**src/rtl/memwb_pkg.sv**
```systemverilog
// Shared definitions for the MEM/WB pipeline register.
//   CTRL_*           : bit positions within the control bus
//   MEMWB_MAX_STAGES : upper bound on the number of register slices
//   memwb_slice_t    : stage slice layout {valid, word, byte, ctrl, rd} at the
//                      default widths (W=16, B=8, C=4, RW=3); other widths keep
//                      the same field order
//   slice_width()    : packed width of one slice for given field widths
package memwb_pkg;

    localparam int unsigned CTRL_REGWR       = 0;
    localparam int unsigned CTRL_BYTESEL     = 1;
    localparam int unsigned CTRL_SEXT        = 2;
    localparam int unsigned MEMWB_MAX_STAGES = 4;

    typedef struct packed {
        logic        valid;
        logic [15:0] word;
        logic [7:0]  mbyte;
        logic [3:0]  ctrl;
        logic [2:0]  rd;
    } memwb_slice_t;

    function automatic int unsigned slice_width(int unsigned w, int unsigned b,
                                                int unsigned c, int unsigned rw);
        return 1 + w + b + c + rw;
    endfunction

endpackage

```
**src/rtl/memwb_slice.sv**
```systemverilog
// One MEM/WB register slice.
//   clk, rst : rising-edge clock, asynchronous active-high reset
//   flush    : clear the slice to zero (wins over stall)
//   stall    : hold the current contents
//   d        : packed slice from the previous stage
//   q        : registered slice
module memwb_slice #(
    parameter int unsigned Width = 32
) (
    input  logic             clk,
    input  logic             rst,
    input  logic             flush,
    input  logic             stall,
    input  logic [Width-1:0] d,
    output logic [Width-1:0] q
);

    logic [Width-1:0] q_d;
    logic [Width-1:0] q_q;

    always_comb begin
        q_d = q_q;
        if (flush) begin
            q_d = '0;
        end else if (!stall) begin
            q_d = d;
        end
    end

    always_ff @(posedge clk or posedge rst) begin
        if (rst) begin
            q_q <= '0;
        end else begin
            q_q <= q_d;
        end
    end

    assign q = q_q;

endmodule

```
**src/rtl/memwb_pipe_reg.sv**
```systemverilog
// MEM/WB pipeline register with STAGES clocked slices, valid bit, stall/flush,
// write-back data selection and a forwarding port taken from the last slice.
//   in_*      : MEM-stage result (valid, word, loaded byte, control, rd)
//   stall     : hold every slice, input dropped
//   flush     : clear every slice (beats stall)
//   out_*     : last-slice contents
//   wb_en/wb_data    : register-file write port
//   fwd_valid/rd/data: same-cycle copy of the write for EX forwarding
// Optional build macro MEMWB_STALL_CNT_EN adds stall_cnt[15:0], a saturating
// count of stalled (non-flushed) edges cleared only by rst.
module memwb_pipe_reg
    import memwb_pkg::*;
#(
    parameter int unsigned W      = 16,
    parameter int unsigned B      = 8,
    parameter int unsigned C      = 4,
    parameter int unsigned RW     = 3,
    parameter int unsigned STAGES = 1
) (
    input  logic          clk,
    input  logic          rst,
    input  logic          in_valid,
    input  logic [W-1:0]  in_word,
    input  logic [B-1:0]  in_byte,
    input  logic [C-1:0]  in_ctrl,
    input  logic [RW-1:0] in_rd,
    input  logic          stall,
    input  logic          flush,
    output logic          out_valid,
    output logic [W-1:0]  out_word,
    output logic [B-1:0]  out_byte,
    output logic [C-1:0]  out_ctrl,
    output logic [RW-1:0] out_rd,
    output logic          wb_en,
    output logic [W-1:0]  wb_data,
    output logic          fwd_valid,
    output logic [RW-1:0] fwd_rd,
    output logic [W-1:0]  fwd_data
`ifdef MEMWB_STALL_CNT_EN
    ,
    output logic [15:0]   stall_cnt
`endif
);

    typedef struct packed {
        logic          valid;
        logic [W-1:0]  word;
        logic [B-1:0]  mbyte;
        logic [C-1:0]  ctrl;
        logic [RW-1:0] rd;
    } slice_t;

    localparam int unsigned SliceW = slice_width(W, B, C, RW);

    if (STAGES < 1 || STAGES > MEMWB_MAX_STAGES || W < 8 || B > W || C < 3) begin : g_bad_cfg
        $error("memwb_pipe_reg: unsupported parameter combination");
    end

    slice_t stage_in;
    slice_t chain [STAGES+1];
    slice_t last;

    // Invalid input loads an all-zero bubble so stale payload never leaks out.
    always_comb begin
        stage_in = '0;
        if (in_valid) begin
            stage_in.valid = 1'b1;
            stage_in.word  = in_word;
            stage_in.mbyte = in_byte;
            stage_in.ctrl  = in_ctrl;
            stage_in.rd    = in_rd;
        end
    end

    assign chain[0] = stage_in;

    for (genvar k = 0; k < STAGES; k++) begin : g_stage
        memwb_slice #(
            .Width(SliceW)
        ) u_slice (
            .clk  (clk),
            .rst  (rst),
            .flush(flush),
            .stall(stall),
            .d    (chain[k]),
            .q    (chain[k+1])
        );
    end

    assign last      = chain[STAGES];
    assign out_valid = last.valid;
    assign out_word  = last.word;
    assign out_byte  = last.mbyte;
    assign out_ctrl  = last.ctrl;
    assign out_rd    = last.rd;

    logic [W-1:0] byte_ext;

    if (B == W) begin : g_byte_full
        assign byte_ext = last.mbyte;
    end else begin : g_byte_ext
        assign byte_ext = last.ctrl[CTRL_SEXT] ? {{(W-B){last.mbyte[B-1]}}, last.mbyte}
                                               : {{(W-B){1'b0}}, last.mbyte};
    end

    assign wb_data = last.ctrl[CTRL_BYTESEL] ? byte_ext : last.word;
    // r0 is hard-wired zero, so a write to it is suppressed here.
    assign wb_en   = last.valid & last.ctrl[CTRL_REGWR] & (|last.rd);

    assign fwd_valid = wb_en;
    assign fwd_rd    = last.rd;
    assign fwd_data  = wb_data;

`ifdef MEMWB_STALL_CNT_EN
    logic [15:0] stall_cnt_d;
    logic [15:0] stall_cnt_q;

    always_comb begin
        stall_cnt_d = stall_cnt_q;
        if (stall && !flush && stall_cnt_q != 16'hFFFF) begin
            stall_cnt_d = stall_cnt_q + 16'd1;
        end
    end

    always_ff @(posedge clk or posedge rst) begin
        if (rst) begin
            stall_cnt_q <= '0;
        end else begin
            stall_cnt_q <= stall_cnt_d;
        end
    end

    assign stall_cnt = stall_cnt_q;
`endif

endmodule

```
**config.mk**
```make
export PLATFORM = sky130hd
export DESIGN_NAME = memwb_pipe_reg
export DESIGN_NICKNAME = d
export VERILOG_FILES = /design/src/rtl/memwb_pkg.sv /design/src/rtl/memwb_slice.sv /design/src/rtl/memwb_pipe_reg.sv
export SDC_FILE = /design/constraint.sdc
export NUM_CORES = 1
export LEC_CHECK = 0
export BUFFER_PORTS_ARGS = -buffer_cell sky130_fd_sc_hd__buf_2
export CORE_MARGIN = 2
export CORE_UTILIZATION = 35
export DETAILED_ROUTE_END_ITERATION = 10
export PLACE_DENSITY = 0.76
export SLEW_MARGIN = 20
export SYNTH_ARGS = -nofsm -noshare
export SYNTH_HDL_FRONTEND = slang
export SYNTH_HIERARCHICAL = 1
export SYNTH_SLANG_ARGS = --single-unit
export TNS_END_PERCENT = 100
```
**constraint.sdc**
```tcl
create_clock -name clk -period 1.98 [get_ports clk]
set_clock_uncertainty 0.05 [all_clocks]
set_input_delay 0.099 -clock clk [delete_from_list [all_inputs] [get_ports clk]]
set_output_delay 0.099 -clock clk [all_outputs]
set_load 0.01 [all_outputs]
```
# ---- Word-level counts from Yosys, hierarchy flattened
# Cells that the tools add are included.
dict set report classes {
  eq_ne 1
  mux 5
  bitwise_logic 2
  reduce_logical 1
}
# operator n
set ops {}
lappend ops {{$mux W32} 3}
lappend ops {{$mux W16} 2}
lappend ops {{$reduce_or A3 Y1} 1}
lappend ops {{$and A1 B1 Y1} 2}
lappend ops {{$ne A2 B1 Y1 const B} 1}
dict set report word_totals {
  regBits 32
  input_bits 36
  word_cells 10
}

# ---- Longest topological paths before layout
# Gate-level depths: netlist of run 1.
dict set report depth {
  word_depth 3
  ltp_mapped 5
  ltp_nobuf 3
}

# ---- Hierarchy
# Netlist of run 1, hierarchy kept.
# mod instances cells_each area_per_inst_um2 seq_area_each_um2
set by_module_without_submodules {}
lappend by_module_without_submodules {memwb_slice 1 104 1327.5 800.8}
lappend by_module_without_submodules {memwb_pipe_reg 1 82 561.8 0.0}

# ---- Worst setup path before layout of run 1
# Ideal clock, no wire load.
dict set report synth_timing {
  path_kind {register to output}
  start {register g_stage[0].u_slice.q_q[4]}
  end {output wb_data[10]}
  t_arrival_ns 1.230
  path_slack_ns 0.601
  path_stages_with_launch 5
  path_buffers 3
  path_cell_list {dfrtp_1 -> buf_6 -> buf_6 -> o21ai_0 -> buf_4}
}
dict set report synth_via {
  elab_chain_len 1
}
# element line
set synth_lines {}
lappend synth_lines {{start: declaration} memwb_slice.sv:19} ;# logic [Width-1:0] q_q;
lappend synth_lines {{start signal: assignment} memwb_slice.sv:34} ;# q_q <= q_d;
lappend synth_lines {{$mux W16} memwb_pipe_reg.sv:106} ;# assign wb_data = last.ctrl[CTRL_BYTESEL] ? byte_ext : last.word;
lappend synth_lines {{end: declaration} memwb_pipe_reg.sv:35} ;# output logic [W-1:0] wb_data,
# No other way between the ends.

# ---- Worst setup path after layout of run 1
dict set report layout_timing {
  start {register g_stage[0].u_slice.q_q[4]}
  end {output fwd_data[5]}
}
dict set report layout_via {
  elab_chain_len 1
}
# element line
set layout_lines {}
lappend layout_lines {{$mux W16} memwb_pipe_reg.sv:106}
lappend layout_lines {{end: declaration} memwb_pipe_reg.sv:38} ;# output logic [W-1:0] fwd_data
# No other way between the ends.

==> metrics, run 1 <==
grt total ovfl=0; Syn Inst Count=186; GPL Wtd Cong=0.687; # IOs=105; Avg Vias per Cell=4.41; crit path capture=fwd_data[5]; total track usage=14.1%; WL per Instance=12.0 um; fin util=45.9%; cell-internal power=0.00108 W; biggest area consumer among synthesized cells=dfrtp_1; Ant. Diodes=0; top cells by area, synth=dfrtp_1 (42%), mux2i_1 (17%), and2_1 (10%); Setup TNS Final=0 ns; slew margin rel.=60.7%; cts hold-fix bufs=1; Worst EP required=1.83 ns; Worst Setup Start Kind=flip-flop; first-pass GRT wire length=6730 um; min Tclk post-route=1.47 ns; FF-to-FF path depth=3; switching power=0.000392 W; worst-path fanout max=9; Tightest Pin Transition=0.589 ns; count of state elements after synthesis=32; R2R Setup Slk=1.05 ns; post-route ant nets=0; Nets=306; CTS Buf Count=5; Initial Util=36.5%; dpl cells=332; Pwr Total=0.00147 W; max-slew violations=0; Die Y=77.5 um; DRT Pass-1 Iters=3; Clock Sinks=32; WP data arrival=1.32 ns; CP startpoint=g_stage[0].u_slice/q[4]; htree depth=2; Synth Net Count=222; top cell type's share of synthesized area=42.4%; Seq pwr share=47.5%; area delta synth->final=25.8%; Vias=1503; syn_area_per_cell=10.2 um2; Logic pwr share=17.6%; Tcrit/Tclk final=74.1%; clk slew on worst S/H paths=0.06 ns; crit end category=primary output; PwrDens=620 nW/um2; vias in the first global route=1377; final instance area=2380 um2; RR Endpoint=g_stage[0].u_slice/q[4]; Setup CP Type=reg -> out; final setup vio count=0; non-filler instance count after layout=341; Syn. warnings=6; CTS Buffer Depth=2; Post-Syn Area=1890 um2; root buf cell=clkbuf_8; Die Width=77.5 um; Worst VDD drop=0.279 mV; max FFs per register=32; CTS tree=yes; Lkg Pwr=1.43 nW; post_cts resized=0; core footprint=5170 um2; port bufs=104; share of cells above drive strength 1=46.1%; Hold Fails Final Rpt=0; die area=6000 um2; most common library cell in the layout ignoring fill and taps=buf_2; Initial DRC Count=43; post-CTS setup buffers=0; sw frac=26.6%; Rows=26; Reg-to-Reg Start=g_stage[0].u_slice/q[4]; Post-DP Area=2270 um2; largest net degree at the start of global routing=33; synth unique cells=14; part of the Yosys area used for sequential elements=42.4%; max frequency=682 MHz; Clock Latency Late Sink=0.28 ns; total of max-cap violations=0; final WL=4090 um; RSZ-0062 raised after global routing=no; Min-Delay Path Class=in -> reg; outcome=complete, no violations; most frequent cells in the layout=buf_2 (104), mux2i_1 (32), nor2_1 (32), dfrtp_1 (32), and2_1 (31); # DRC=0; Clock power frac=35.0%; initial antenna violation count=0
how the worst min path moves through the flow:
stage,startpoint,end,slack [ns],cells past startpoint
3_3_place_gp,rst,g_stage[0].u_slice/q[7],0.15,3
2_1_floorplan,flush,g_stage[0].u_slice/q[8],0.12,1
6_report,in_rd[1],g_stage[0].u_slice/q[1],0.11,4
4_1_cts,in_word[12],g_stage[0].u_slice/q[27],0.11,4
5_1_grt,in_word[1],g_stage[0].u_slice/q[16],0.12,4
3_5_place_dp,rst,g_stage[0].u_slice/q[7],0.16,3
area by class of cell:
class	count	area [um2]
sequential	32	801
clock buffer	6	82.6
tap	70	87.6
multi-input combinational	113	788
timing repair buffer	109	573
fill	521	2800
inverter	9	33.8
clock inverter	2	10.0
kinds of logic (layout without fill, tap and decap cells):
group | count (synthesis) | in the layout | share of synthesized area, %
buf+inv | 41 | 126 | 15.9
compound gates | 9 | 9 | 2.65
simple gates | 64 | 64 | 17.2
flops | 32 | 32 | 42.4
mux | 40 | 40 | 21.9
worst max-delay path, cell delays in order, from the launching register on:
cell	delay, ns
dfrtp_1	0.34
buf_4	0.19
mux2_2	0.36
buf_2	0.14
synth_stat cells:
library cell / number
inv_1: 9
and2_1: 31
clkbuf_1: 6
nor2_1: 32
dfrtp_1: 32
nand3_2: 1
buf_12: 3
o21ai_0: 8
mux2_4: 1
buf_6: 3
mux2i_1: 32
o311a_1: 1
buf_4: 20
mux2_2: 7
power groups by stage:
stage	registers (W)	clock network [W]	logic [W]
2_1_floorplan	0.000721	0	0.000176
3_3_place_gp	0.000710	0	0.000258
3_5_place_dp	0.000711	0	0.000263
4_1_cts	0.000699	0.000536	0.000264
5_1_grt	0.000703	0.000563	0.000289
6_report	0.000699	0.000515	0.000259
stage by stage:
stage / hold slack, ns / worst slack [ns]
2_1_floorplan: 0.115 / 0.601
3_3_place_gp: 0.151 / 0.785
3_5_place_dp: 0.162 / 0.755
4_1_cts: 0.108 / 0.491
5_1_grt: 0.119 / 0.414
6_report: 0.113 / 0.513
layer usage:
metal | GRT usage (%) | share of wire (%) | vias up
met2 | 23.7 | 47 | 64
met4 | 4.29 | 0.93 | 0
li1 | - | - | 743
met5 | 0 | 0 | -
met3 | 3.72 | 6.9 | 5
met1 | 17.6 | 45 | 691
Note: power is estimated with default switching activity, not from simulation.
==> inputs of run 2 (changes only) <==
--- a/config.mk
+++ b/config.mk
@@ -5,11 +5,12 @@
 export SDC_FILE = /design/constraint.sdc
 export NUM_CORES = 1
 export LEC_CHECK = 0
+export ABC_AREA = 1
 export BUFFER_PORTS_ARGS = -buffer_cell sky130_fd_sc_hd__buf_2
 export CORE_MARGIN = 2
 export CORE_UTILIZATION = 35
 export DETAILED_ROUTE_END_ITERATION = 10
-export PLACE_DENSITY = 0.76
+export PLACE_DENSITY = 0.78
 export SLEW_MARGIN = 20
 export SYNTH_ARGS = -nofsm -noshare
 export SYNTH_HDL_FRONTEND = slang
==> constraint.sdc (replaced) <==
create_clock -name clk -period 1.23 [get_ports clk]
set_clock_uncertainty 0.05 [all_clocks]
set_input_delay 0.0615 -clock clk [delete_from_list [all_inputs] [get_ports clk]]
set_output_delay 0.0615 -clock clk [all_outputs]
set_load 0.01 [all_outputs]
==> metrics, run 2 <==
fin util=50.0% (+4.1 points); Avg Vias per Cell=4.43 (+0.42%); max-slew violations=0 (unchanged); final instance area=2590 um2 (+8.8%); Setup CP Type=reg -> out; part of the Yosys area used for sequential elements=42.2% (-0.17 points); Syn Inst Count=273 (+47%); Clock Latency Late Sink=0.28 ns (about the same); slowest cell delay on critical path=0.45 ns (+0.09 ns); top cells by area, synth=dfrtp_1 (42%), nand2_1 (21%), inv_1 (9.7%); delay-heaviest family, CP=flip-flops; Post-Syn Area=1900 um2 (+0.40%); Worst EP required=1.12 ns (-0.71 ns); first-pass GRT wire length=8050 um (+19%); port bufs=104 (unchanged); RSZ-0062 raised after global routing=yes; most frequent cell after synthesis=nand2_1; CTS tree=yes; total track usage=16.8% (+2.8 points); Hold Fails Final Rpt=0 (unchanged); failing checks=setup timing; synth unique cells=12 (-2); worst-path cell chain=buf_12 > o21ai_2 > buf_2; Die Y=77.6 um (+0.19%); Nets=400 (+31%); Clock Sinks=32 (unchanged); CTS Buffer Depth=2 (unchanged); CP max stage cell=dfrtp_2; worst-path fanout max=20 (+11); die area=6020 um2 (+0.37%); Sequential Area=802 um2 (+0.16%); slew margin rel.=61.6% (+0.82 points); FF-to-FF path depth=3 (unchanged); outcome=complete, but fails checks; post-route ant nets=0 (unchanged); asr flop ratio synth=100% (unchanged); Synth Net Count=309 (+39%); grt total ovfl=0 (unchanged); WP data arrival=1.21 ns (-0.11 ns); count of state elements after synthesis=32 (unchanged); clk slew on worst S/H paths=0.06 ns (about the same); Tcrit/Tclk final=107%; CTS Buf Count=5 (unchanged); crit path buf inv count=2 (unchanged); max frequency=757 MHz; htree depth=2 (unchanged); total of max-cap violations=0 (unchanged); core footprint=5170 um2 (unchanged); Min-Delay Path Class=in -> reg; final worst slack=-0.0907 ns (-0.604 ns); WL per Instance=11.4 um (-4.6%); half-perimeter wire length after placement=3380 um; Initial DRC Count=75 (+74%); vias in the first global route=1762 (+28%); Post-synth top cells=nand2_1 (104), inv_1 (49), nand3_1 (33); root buf cell=clkbuf_8; initial antenna violation count=0 (unchanged); largest net degree at the start of global routing=33 (unchanged); Lkg Pwr=1.74 nW (+22%); most frequent cells in the layout=nand2_1 (103), buf_2 (102), inv_1 (49); syn_area_per_cell=6.95 um2 (-32%); Hold Path Depth=5 (+1); Pwr Total=0.00233 W (+58%); share of cells above drive strength 1=39.3% (-6.8 points); most common library cell in the layout ignoring fill and taps=nand2_1; Syn. warnings=6 (unchanged); top cell type's share of synthesized area=42.2% (-0.17 points); multi-input logic area=744 um2 (-5.6%); DRT Pass-1 Iters=4 (+1); Vias=1921 (+28%); Tightest Pin Transition=0.577 ns (-0.0122 ns); Rows=26 (unchanged); biggest area consumer among synthesized cells=dfrtp_1; # DRC=0 (unchanged); number of flops mapped to enable cells by yosys=0 (unchanged); crit end category=primary output; WP depth=3 (unchanged); PwrDens=901 nW/um2 (+45%); Worst VDD drop=0.465 mV (+67%); fillers=547 (+5.0%); Hold WS=0.00997 ns (-0.103 ns); Initial Util=36.7% (+0.15 points); final WL=4960 um (+21%); dpl cells=420 (+27%); min Tclk post-route=1.32 ns; non-filler instance count after layout=434 (+27%); ys flop type=dfrtp_1; Post-DP Area=2340 um2 (+2.8%); GPL Wtd Cong=0.773 (+13%); # IOs=105 (unchanged); Die Width=77.6 um (+0.19%); final setup vio count=32 (+32); Ant. Diodes=0 (unchanged); area delta synth->final=36.3%; Worst Setup Start Kind=flip-flop; max FFs per register=32 (unchanged); R2R Setup Slk=0.29 ns (-0.76 ns)
## run 2: tightest hold or removal path, stage by stage
cell and delay, ns:
buf_2 0.08, nand2_1 0.04, inv_1 0.04, nand2_1 0.04
nand2_1 0.04
## run 2: metal layers
layer | track usage, % | share of wire (%)
met5 | 0 | 0
met4 | 6.07 | 1.8
met3 | 3.84 | 5.3
met2 | 27.8 | 48
met1 | 21.4 | 45
## run 2: where the power goes
group	switching (W)	internal [W]
clock	0.000367	0.000384
combinational	0.000261	0.000191
sequential	0.0000359	0.00109
## run 2: what timing repair did
item,in CTS,in global routing
endpoints found under the setup margin,32,34
gates resized for setup,30,10
hold buffers,5,0
pin swaps,1,3
setup buffers,0,2
hold endpoints to repair,36,0
## run 2: stage by stage
step	worst slack (ns)	TNS [ns]
2_1_floorplan	-0.0607	-0.607
3_3_place_gp	0.0911	0
3_5_place_dp	0.0519	0
4_1_cts	-0.107	-2.83
5_1_grt	-0.154	-4.07
6_report	-0.0907	-2.09
## run 2: cell type report
| cell class | instances | area share (%) |
|---|---|---|
| clock buffers | 6 | 2.81 |
| clock inverters | 1 | 0.194 |
| inverters | 50 | 7.26 |
| multi-input cells | 156 | 28.8 |
| flip-flops and latches | 32 | 31.0 |
| well taps | 70 | 3.39 |
| repair buffers | 119 | 26.6 |
## run 2: cell families (layout without fill, tap and decap cells)
group                  after synthesis  count (layout)  synth area share [%]
flip-flops                          32              32                  42.2
AO/OA/AOI/OAI                       17              17                  4.49
buffers and inverters               85             176                  23.2
AND/OR/NAND/NOR                    139             139                  30.1
## run 2: path summary, 6_finish.rpt
kind                                               from                  endpoint
min in group asynchronous                           rst   g_stage[0].u_slice/q[3]
worst min register to register  g_stage[0].u_slice/q[6]   g_stage[0].u_slice/q[6]
worst max-delay path            g_stage[0].u_slice/q[4]                wb_data[7]
worst min-delay path                         in_byte[4]  g_stage[0].u_slice/q[11]
max in group asynchronous                           rst   g_stage[0].u_slice/q[4]
worst max register to register  g_stage[0].u_slice/q[4]   g_stage[0].u_slice/q[4]
